### config.mk
export PLATFORM = sky130hd
export DESIGN_NAME = mem_port_arbiter_flat
export DESIGN_NICKNAME = d
export VERILOG_FILES = /design/src/rtl/mem_port_arbiter_if.sv /design/src/rtl/mem_port_arbiter.sv /design/src/flat_wrapper.sv
export SDC_FILE = /design/constraint.sdc
export NUM_CORES = 1
export LEC_CHECK = 0
export ABC_AREA = 1
export BUFFER_PORTS_ARGS = -buffer_cell sky130_fd_sc_hd__buf_2
export CAP_MARGIN = 20
export CORE_MARGIN = 10
export CORE_UTILIZATION = 40
export DETAILED_ROUTE_END_ITERATION = 7
export GPL_ROUTABILITY_DRIVEN = 0
export PLACE_DENSITY = 0.69
export SYNTH_ARGS = -nofsm -noshare
export SYNTH_HDL_FRONTEND = slang
export SYNTH_SLANG_ARGS = --single-unit
### constraint.sdc
create_clock -name clk -period 5.9 [get_ports clk]
set_input_delay 1.77 -clock clk [delete_from_list [all_inputs] [get_ports clk]]
set_output_delay 1.77 -clock clk [all_outputs]
set_load 0.01 [all_outputs]
### src/rtl/mem_port_arbiter_if.sv
// Bus bundle between the mip32 fetch/data requesters, the memory port arbiter
// and the single-ported unified memory.
interface mem_port_arbiter_if #(
    parameter int ADDR_W = 8,
    parameter int DATA_W = 32
);
    logic              if_req;
    logic [ADDR_W-1:0] if_addr;
    logic              if_ack;
    logic [DATA_W-1:0] if_rdata;

    logic              d_req;
    logic              d_we;
    logic [ADDR_W-1:0] d_addr;
    logic [DATA_W-1:0] d_wdata;
    logic              d_ack;
    logic [DATA_W-1:0] d_rdata;

    logic              mem_en;
    logic              mem_we;
    logic [ADDR_W-1:0] mem_addr;
    logic [DATA_W-1:0] mem_wdata;
    logic [DATA_W-1:0] mem_rdata;

    // The arbiter sits on the slave side; requesters and memory form the master side.
    modport slave (
        input  if_req, if_addr,
        input  d_req, d_we, d_addr, d_wdata,
        input  mem_rdata,
        output if_ack, if_rdata,
        output d_ack, d_rdata,
        output mem_en, mem_we, mem_addr, mem_wdata
    );

    modport master (
        output if_req, if_addr,
        output d_req, d_we, d_addr, d_wdata,
        output mem_rdata,
        input  if_ack, if_rdata,
        input  d_ack, d_rdata,
        input  mem_en, mem_we, mem_addr, mem_wdata
    );
endinterface

### src/rtl/mem_port_arbiter.sv
// Arbitrates the mip32 fetch and data requesters onto one fixed-latency memory;
// data has priority, a streak counter keeps fetch from starving.
module mem_port_arbiter #(
    parameter int ADDR_W          = 8,
    parameter int DATA_W          = 32,
    parameter int MEM_LATENCY     = 2,
    parameter int MAX_DATA_STREAK = 4
) (
    input  logic                clk,
    input  logic                reset,
    mem_port_arbiter_if.slave   bus,
    output logic                busy
);

    localparam int LAT_W    = (MEM_LATENCY > 1) ? $clog2(MEM_LATENCY) : 1;
    localparam int STREAK_W = $clog2(MAX_DATA_STREAK + 1);

    typedef enum logic [1:0] {
        IDLE,
        ISSUE,
        WAIT,
        RESP
    } state_t;

    state_t              state;
    state_t              state_next;
    logic [LAT_W-1:0]    wait_cnt;
    logic [STREAK_W-1:0] streak;
    logic                owner_fetch;
    logic                grant_data;
    logic                grant_fetch;
    logic                wait_last;
    logic                streak_full;

    always_ff @(posedge clk or posedge reset) begin
        if (reset) begin
            state <= IDLE;
        end else begin
            state <= state_next;
        end
    end

    // Data wins unless fetch is waiting and data has already used up its streak.
    always_comb begin
        state_next  = state;
        grant_data  = 1'b0;
        grant_fetch = 1'b0;
        streak_full = (streak == STREAK_W'(MAX_DATA_STREAK));
        wait_last   = (wait_cnt == LAT_W'(MEM_LATENCY - 1));
        case (state)
            IDLE: begin
                if (bus.d_req && !(bus.if_req && streak_full)) begin
                    grant_data = 1'b1;
                end else if (bus.if_req) begin
                    grant_fetch = 1'b1;
                end
                if (grant_data || grant_fetch) begin
                    state_next = ISSUE;
                end
            end
            ISSUE: state_next = WAIT;
            WAIT: begin
                if (wait_last) begin
                    state_next = RESP;
                end
            end
            RESP: state_next = IDLE;
            default: state_next = IDLE;
        endcase
    end

    // Every output is a flop; the request fields are frozen into mem_* at the grant edge.
    always_ff @(posedge clk or posedge reset) begin
        if (reset) begin
            bus.mem_en    <= 1'b0;
            bus.mem_we    <= 1'b0;
            bus.mem_addr  <= '0;
            bus.mem_wdata <= '0;
            bus.if_ack    <= 1'b0;
            bus.if_rdata  <= '0;
            bus.d_ack     <= 1'b0;
            bus.d_rdata   <= '0;
            busy          <= 1'b0;
            wait_cnt      <= '0;
            streak        <= '0;
            owner_fetch   <= 1'b0;
        end else begin
            bus.mem_en <= grant_data || grant_fetch;
            bus.if_ack <= 1'b0;
            bus.d_ack  <= 1'b0;
            busy       <= (state_next != IDLE);

            if (grant_data) begin
                bus.mem_addr  <= bus.d_addr;
                bus.mem_we    <= bus.d_we;
                bus.mem_wdata <= bus.d_wdata;
                owner_fetch   <= 1'b0;
                if (!bus.if_req) begin
                    streak <= '0;
                end else if (!streak_full) begin
                    streak <= streak + STREAK_W'(1);
                end
            end else if (grant_fetch) begin
                bus.mem_addr  <= bus.if_addr;
                bus.mem_we    <= 1'b0;
                bus.mem_wdata <= '0;
                owner_fetch   <= 1'b1;
                streak        <= '0;
            end

            if (state == WAIT) begin
                wait_cnt <= wait_cnt + LAT_W'(1);
            end else begin
                wait_cnt <= '0;
            end

            // Read data is valid on the last WAIT cycle, so ack and rdata land together in RESP.
            if ((state == WAIT) && wait_last) begin
                if (owner_fetch) begin
                    bus.if_ack   <= 1'b1;
                    bus.if_rdata <= bus.mem_rdata;
                end else begin
                    bus.d_ack <= 1'b1;
                    if (!bus.mem_we) begin
                        bus.d_rdata <= bus.mem_rdata;
                    end
                end
            end
        end
    end

endmodule

### src/flat_wrapper.sv
// flat-port wrapper written by rule: the top's interface ports become plain ports
module mem_port_arbiter_flat 
#(
    parameter int ADDR_W          = 8,
    parameter int DATA_W          = 32,
    parameter int MEM_LATENCY     = 2,
    parameter int MAX_DATA_STREAK = 4
)
  (clk, reset, busy, bus_if_req, bus_if_addr, bus_d_req, bus_d_we, bus_d_addr, bus_d_wdata, bus_mem_rdata, bus_if_ack, bus_if_rdata, bus_d_ack, bus_d_rdata, bus_mem_en, bus_mem_we, bus_mem_addr, bus_mem_wdata);
  mem_port_arbiter_if #(.ADDR_W(ADDR_W), .DATA_W(DATA_W)) bus_i ();
  input  logic clk;
  input  logic reset;
  output logic busy;
  input wire logic [$bits(bus_i.if_req)-1:0] bus_if_req;
  input wire logic [$bits(bus_i.if_addr)-1:0] bus_if_addr;
  input wire logic [$bits(bus_i.d_req)-1:0] bus_d_req;
  input wire logic [$bits(bus_i.d_we)-1:0] bus_d_we;
  input wire logic [$bits(bus_i.d_addr)-1:0] bus_d_addr;
  input wire logic [$bits(bus_i.d_wdata)-1:0] bus_d_wdata;
  input wire logic [$bits(bus_i.mem_rdata)-1:0] bus_mem_rdata;
  output wire logic [$bits(bus_i.if_ack)-1:0] bus_if_ack;
  output wire logic [$bits(bus_i.if_rdata)-1:0] bus_if_rdata;
  output wire logic [$bits(bus_i.d_ack)-1:0] bus_d_ack;
  output wire logic [$bits(bus_i.d_rdata)-1:0] bus_d_rdata;
  output wire logic [$bits(bus_i.mem_en)-1:0] bus_mem_en;
  output wire logic [$bits(bus_i.mem_we)-1:0] bus_mem_we;
  output wire logic [$bits(bus_i.mem_addr)-1:0] bus_mem_addr;
  output wire logic [$bits(bus_i.mem_wdata)-1:0] bus_mem_wdata;
  assign bus_i.if_req = bus_if_req;
  assign bus_i.if_addr = bus_if_addr;
  assign bus_i.d_req = bus_d_req;
  assign bus_i.d_we = bus_d_we;
  assign bus_i.d_addr = bus_d_addr;
  assign bus_i.d_wdata = bus_d_wdata;
  assign bus_i.mem_rdata = bus_mem_rdata;
  assign bus_if_ack = bus_i.if_ack;
  assign bus_if_rdata = bus_i.if_rdata;
  assign bus_d_ack = bus_i.d_ack;
  assign bus_d_rdata = bus_i.d_rdata;
  assign bus_mem_en = bus_i.mem_en;
  assign bus_mem_we = bus_i.mem_we;
  assign bus_mem_addr = bus_i.mem_addr;
  assign bus_mem_wdata = bus_i.mem_wdata;
  mem_port_arbiter #(.ADDR_W(ADDR_W), .DATA_W(DATA_W), .MEM_LATENCY(MEM_LATENCY), .MAX_DATA_STREAK(MAX_DATA_STREAK)) u_core (.clk(clk), .reset(reset), .bus(bus_i), .busy(busy));
endmodule
# Yosys cells after proc, flatten, opt, wreduce, memory -nomap -nowiden
# Cells that the tools add are included.
# classes
reduce_logical	12
n_eq_ne	5
bitwise_logic	2
addsub	2
muxes	27
# ops
cell	n
$mux W32	2
$mux W1	16
$mux W8	2
$mux W3	4
$pmux W2 S4	1
$eq A2 B2 Y1 const B	2
$mux W2	2
$reduce_and A2 Y1	2
$reduce_bool A2 Y1	2
$add A3 B1 Y3 const B	1
$eq A3 B3 Y1 const B	1
$logic_and A1 B1 Y1	3
$ne A3 B3 Y1 const B	1
$reduce_and A3 Y1	1
$eq A2 B1 Y1 const B	1
$logic_not A2 Y1	1
$logic_or A1 B1 Y1	2
$not A1 Y1	2
$add A1 B1 Y1 const B	1
$logic_not A1 Y1	1
# word_totals
out_inout_bits	109
in_bits	85
reg_bits	116
elab_cells	61

# Logic depth before layout (Yosys ltp)
# depth
depth_word	10
ltp_mapped	9
ltp_nobuf	8

# Worst setup path before layout
# No wires, ideal clock.
# synth_path
kind	in2reg
startpoint	input port bus_if_req
endpoint	register u_core.bus.mem_addr[0]
path_buffers	1
cell_stages	5
setup_slack_ps	3465
arrival_time_ps	2318
t_required_ps	5783
cell_sequence	o21ai_2 inv_2 buf_2 nand3_1 nand2_1
# synth_via
elab_chain_len	7
# synth_rtl
item	line_no	text
start, declared	flat_wrapper.sv:14	input wire logic [$bits(bus_i.if_req)-1:0] bus_if_req;
$logic_and A1 B1 Y1	mem_port_arbiter.sv:52	if (bus.d_req && !(bus.if_req && streak_full)) begin
$logic_not A1 Y1	mem_port_arbiter.sv:52	
$logic_and A1 B1 Y1	mem_port_arbiter.sv:52	
$mux W1	mem_port_arbiter.sv:52	
$mux W1 (2 in series)	mem_port_arbiter.sv:50	case (state)
$mux W8 / $reduce_bool A2 Y1 (equally long branches)	n/a	
end signal, assigned	mem_port_arbiter.sv:94	bus.mem_addr <= bus.d_addr;
end signal, assigned	mem_port_arbiter.sv:104	bus.mem_addr <= bus.if_addr;
end, declared	mem_port_arbiter_if.sv:32	output mem_en, mem_we, mem_addr, mem_wdata
# Several ways; a longest one is shown, not always the timed one. The select of a mux whose other input is x is not followed.
# A chain may end at the register's enable or synchronous reset.

# Worst setup path after layout
# layout_path
startpoint	register u_core.bus.d_rdata[31]
endpoint	output port bus_d_rdata[31]
# layout_rtl
item	line_no	text
start, declared	mem_port_arbiter_if.sv:31	output d_ack, d_rdata,
start signal, assigned	mem_port_arbiter.sv:125	bus.d_rdata <= bus.mem_rdata;
end, declared	flat_wrapper.sv:24	output wire logic [$bits(bus_i.d_rdata)-1:0] bus_d_rdata;
# No word-level cell between the ends.

==> impl_results.md <==
- Final ANT Viol Nets: 0
- # setup viols final: 0
- # port buffers: 193
- DIE AREA: 16100 µm²
- Hold WS: 463 ps
- Diodes inserted: 0
- Crit. End Element: output pin
- Total congestion overflow: 0
- CORE AREA: 11000 µm²
- Met2 Usage GRT: 22.4%
- Outcome: finished clean
- Total Routing Usage GR: 15.5%
- R2R Setup Slk: 4240 ps
- Data arrival time of the worst path: 950 ps
- Starting DRT DRC Count: 287
- Final setup margin: 3180 ps
- P_sw: 1.33 mW
- CP max-delay cell: dfrtp_1
- Initial core utilization: 41.5%
- Row count: 38
- H-tree depth: 4
- Peak supply drop: 256 µV
- Slew Limit Headroom: 71.2%
- Critical setup path kind: reg2out
- Setup TNS: 0 ps
- Number of global-route vias before repair: 4071
- Largest family of logic cells by synthesized area: simple AND/OR/NAND/NOR gates
- Num CTS Buffers: 17
- Post-DP HPWL: 9140 µm
- Routed len/inst: 14.9 µm
- Worst-Skew Late Latency: 400 ps
- Final Non-Filler Cells: 840
- Setup Skew: 8.59 ps
- Cell count after synthesis: 493
- Sequential area share after synthesis: 63.7%
- Share of layout cells above drive strength 1: 33.9%
- Hold path startpoint: u_core.wait_cnt
- Critical Path Stages: 1
- PwrDens: 593 nW/µm²
- Post-Synth XOR/XNOR Area: 0.192%
- Post-Syn Area: 4560 µm²
- Number of fill cells: 964
- Clk slew on worst S/H paths: 50 ps
- Syn-to-layout area delta: 37.3%
- Compound-cell area share of the yosys netlist: 7.85%
- # DRC: 0
- First-pass DRT Iterations: 5
- Ys async rst share: 100%
- Die Height: 127 µm
- Clock network power share: 27.4%
- Tmin final: 2720 ps
- Mux contribution to synthesized area: 0%
- Sw frac: 35.7%
- Initial antenna violation count: 0
- Register-to-Register Path Depth: 7
- EDFF count, synth: 0
- Most used DFF post-synth: dfrtp_1
- Slew Viols, Final: 0
- Crit Reg-Reg Endpoint: u_core.bus.mem_addr[4]
- Power Internal: 2.38 mW
- Met3 usage: 8.20%
- Fin. Hold Viols: 0
- Gr busiest metal: met2
- WP data required: 4130 ps
- Post-synthesis cell type count: 23
- CP Cell Sequence: buf_2
- First-pass GRT wire length: 20600 µm
- # nets final: 778
- HP Class: reg2reg
- Multi-input logic area: 1310 µm²
- Period Utilization, post-route: 46.1%
- # hold bufs at CTS: 0
- Post-Synthesis Net Count: 582
- Resized cells post-CTS: 0
- Total number of vias: 3912
- CP max FO: 2
- Leak Pwr: 3.63 nW
- Worst setup SP type: register
- Hold Path End: u_core.wait_cnt
- Dpl cells: 807
- Syn_area_per_cell: 9.24 µm²
- Synth Area in Adders: 1.10%
- #FFs+latches synth: 116
- Util after Layout: 56.9%
- Drt total wl: 12500 µm
- Slowest stage delay, CP: 400 ps
- Worst-Margin Slew: 433 ps
- Post-CTS setup buffer count: 0
- # IOs: 194
- Max Cap Viol: 0
- Largest net degree at the start of global routing: 88
- Max Freq: 0.367 GHz
- Crit path max-delay family: flip-flops
- Max Root-Sink Buffers: 2
- Synth warn: 0
- Combinational Power Share: 34.1%
- Die X: 127 µm
- Vias per std cell: 4.66
- Unrepaired setup endpoints after global routing: false
- Reg area: 2900 µm²
- CTS tree: yes
- CTS Sinks: 116
- WHS Path Cells: 1
- Met1 Use GR: 19.8%
- Root Driver: clkbuf_16
- RR Startpoint: u_core.state[0]
- Power share of the sequential group: 38.5%
- Setup slack after placement: 2750 ps
- Simple-gate share of the synthesized area: 19.4%
- Buf/Inv on CP: 1
per-layer routing:
layer | wire [µm] | share of wire (%) | vias up
met3 | 1460 | 12 | 14
met1 | 5430 | 43 | 1790
met5 | 0 | 0 | -
met4 | 118 | 0.94 | 0
met2 | 5510 | 44 | 201
li1 | - | - | 1907
worst max path at each step:
stage	end	from	slack, ps
after floorplan	u_core.bus.d_ack	reset	1060
after global placement	u_core.bus.d_rdata[28]	reset	2820
after detailed placement	u_core.bus.if_rdata[28]	reset	2750
after CTS	bus_d_rdata[28]	u_core.bus.d_rdata[28]	3150
after global routing	bus_mem_wdata[4]	u_core.bus.mem_wdata[4]	3140
final	bus_d_rdata[31]	u_core.bus.d_rdata[31]	3180
placed cells by master (no fill, tap or decap), drive strengths merged, types with 3 or more instances in the layout:
master	count
buf	198
bufinv	3
clkbuf	20
clkinv	4
clkinvlp	3
dfrtp	116
ha	4
inv	61
nand2	195
nand3	18
nor2	6
o21ai	67
state kept, by name, indices dropped and copies added (netlist names):
| signal | count |
|---|---|
| u_core.state | 2 |
| u_core.owner_fetch | 1 |
| u_core.streak | 3 |
| u_core.bus.mem_wdata | 32 |
| u_core.wait_cnt | 1 |
| u_core.bus.mem_we | 1 |
| u_core.bus.mem_addr | 8 |
| u_core.bus.d_ack | 1 |
| u_core.bus.if_rdata | 32 |
| u_core.busy | 1 |
| u_core.bus.if_ack | 1 |
| u_core.bus.d_rdata | 32 |
| u_core.bus.mem_en | 1 |
synthesized netlist by cell type (2+ instances only):
master / count / area, µm²
buf_6: 3 / 33.8
nand2_1: 193 / 724
nand3_1: 17 / 85.1
inv_2: 2 / 7.51
inv_1: 58 / 218
ha_1: 4 / 50.1
buf_2: 14 / 70.1
o21ai_1: 12 / 60.1
clkbuf_1: 4 / 15.0
nor2_1: 5 / 18.8
o21ai_0: 54 / 270
dfrtp_1: 116 / 2900
per-stage QoR:
stage	cell area [µm²]	power [mW]
after floorplan	4560	2.12
after global placement	5600	2.67
after detailed placement	5600	2.72
after CTS	6190	3.76
after global routing	6250	4.00
final	6250	3.71
power groups by stage:
stage	Clock [mW]	Combinational [mW]	Sequential [mW]
finish	1.02	1.26	1.43
global placement	0	1.25	1.43
detailed placement	0	1.29	1.43
global route	1.08	1.44	1.48
floorplan	0	0.535	1.59
CTS	1.04	1.29	1.43
cell families (layout without fill, tap and decap cells):
logic type               Yosys count  count (layout)
XOR/XNOR                           1               1
adder cells (fa/ha/maj)            4               4
AND/OR/NAND/NOR                  220             220
AO/OA/AOI/OAI                     70              70
buffers and inverters             82             289
flip-flops                       116             116
cell type report:
| type | instances | share of cell area, % |
|---|---|---|
| Sequential cell | 116 | 46.4 |
| Multi-Input combinational cell | 295 | 20.9 |
| Timing Repair Buffer | 198 | 16.8 |
| Clock buffer | 20 | 7.30 |
| Inverter | 61 | 3.74 |
| Tap cell | 140 | 2.80 |
| Clock inverter | 10 | 2.12 |
Note: power is estimated with default switching activity, not from simulation.
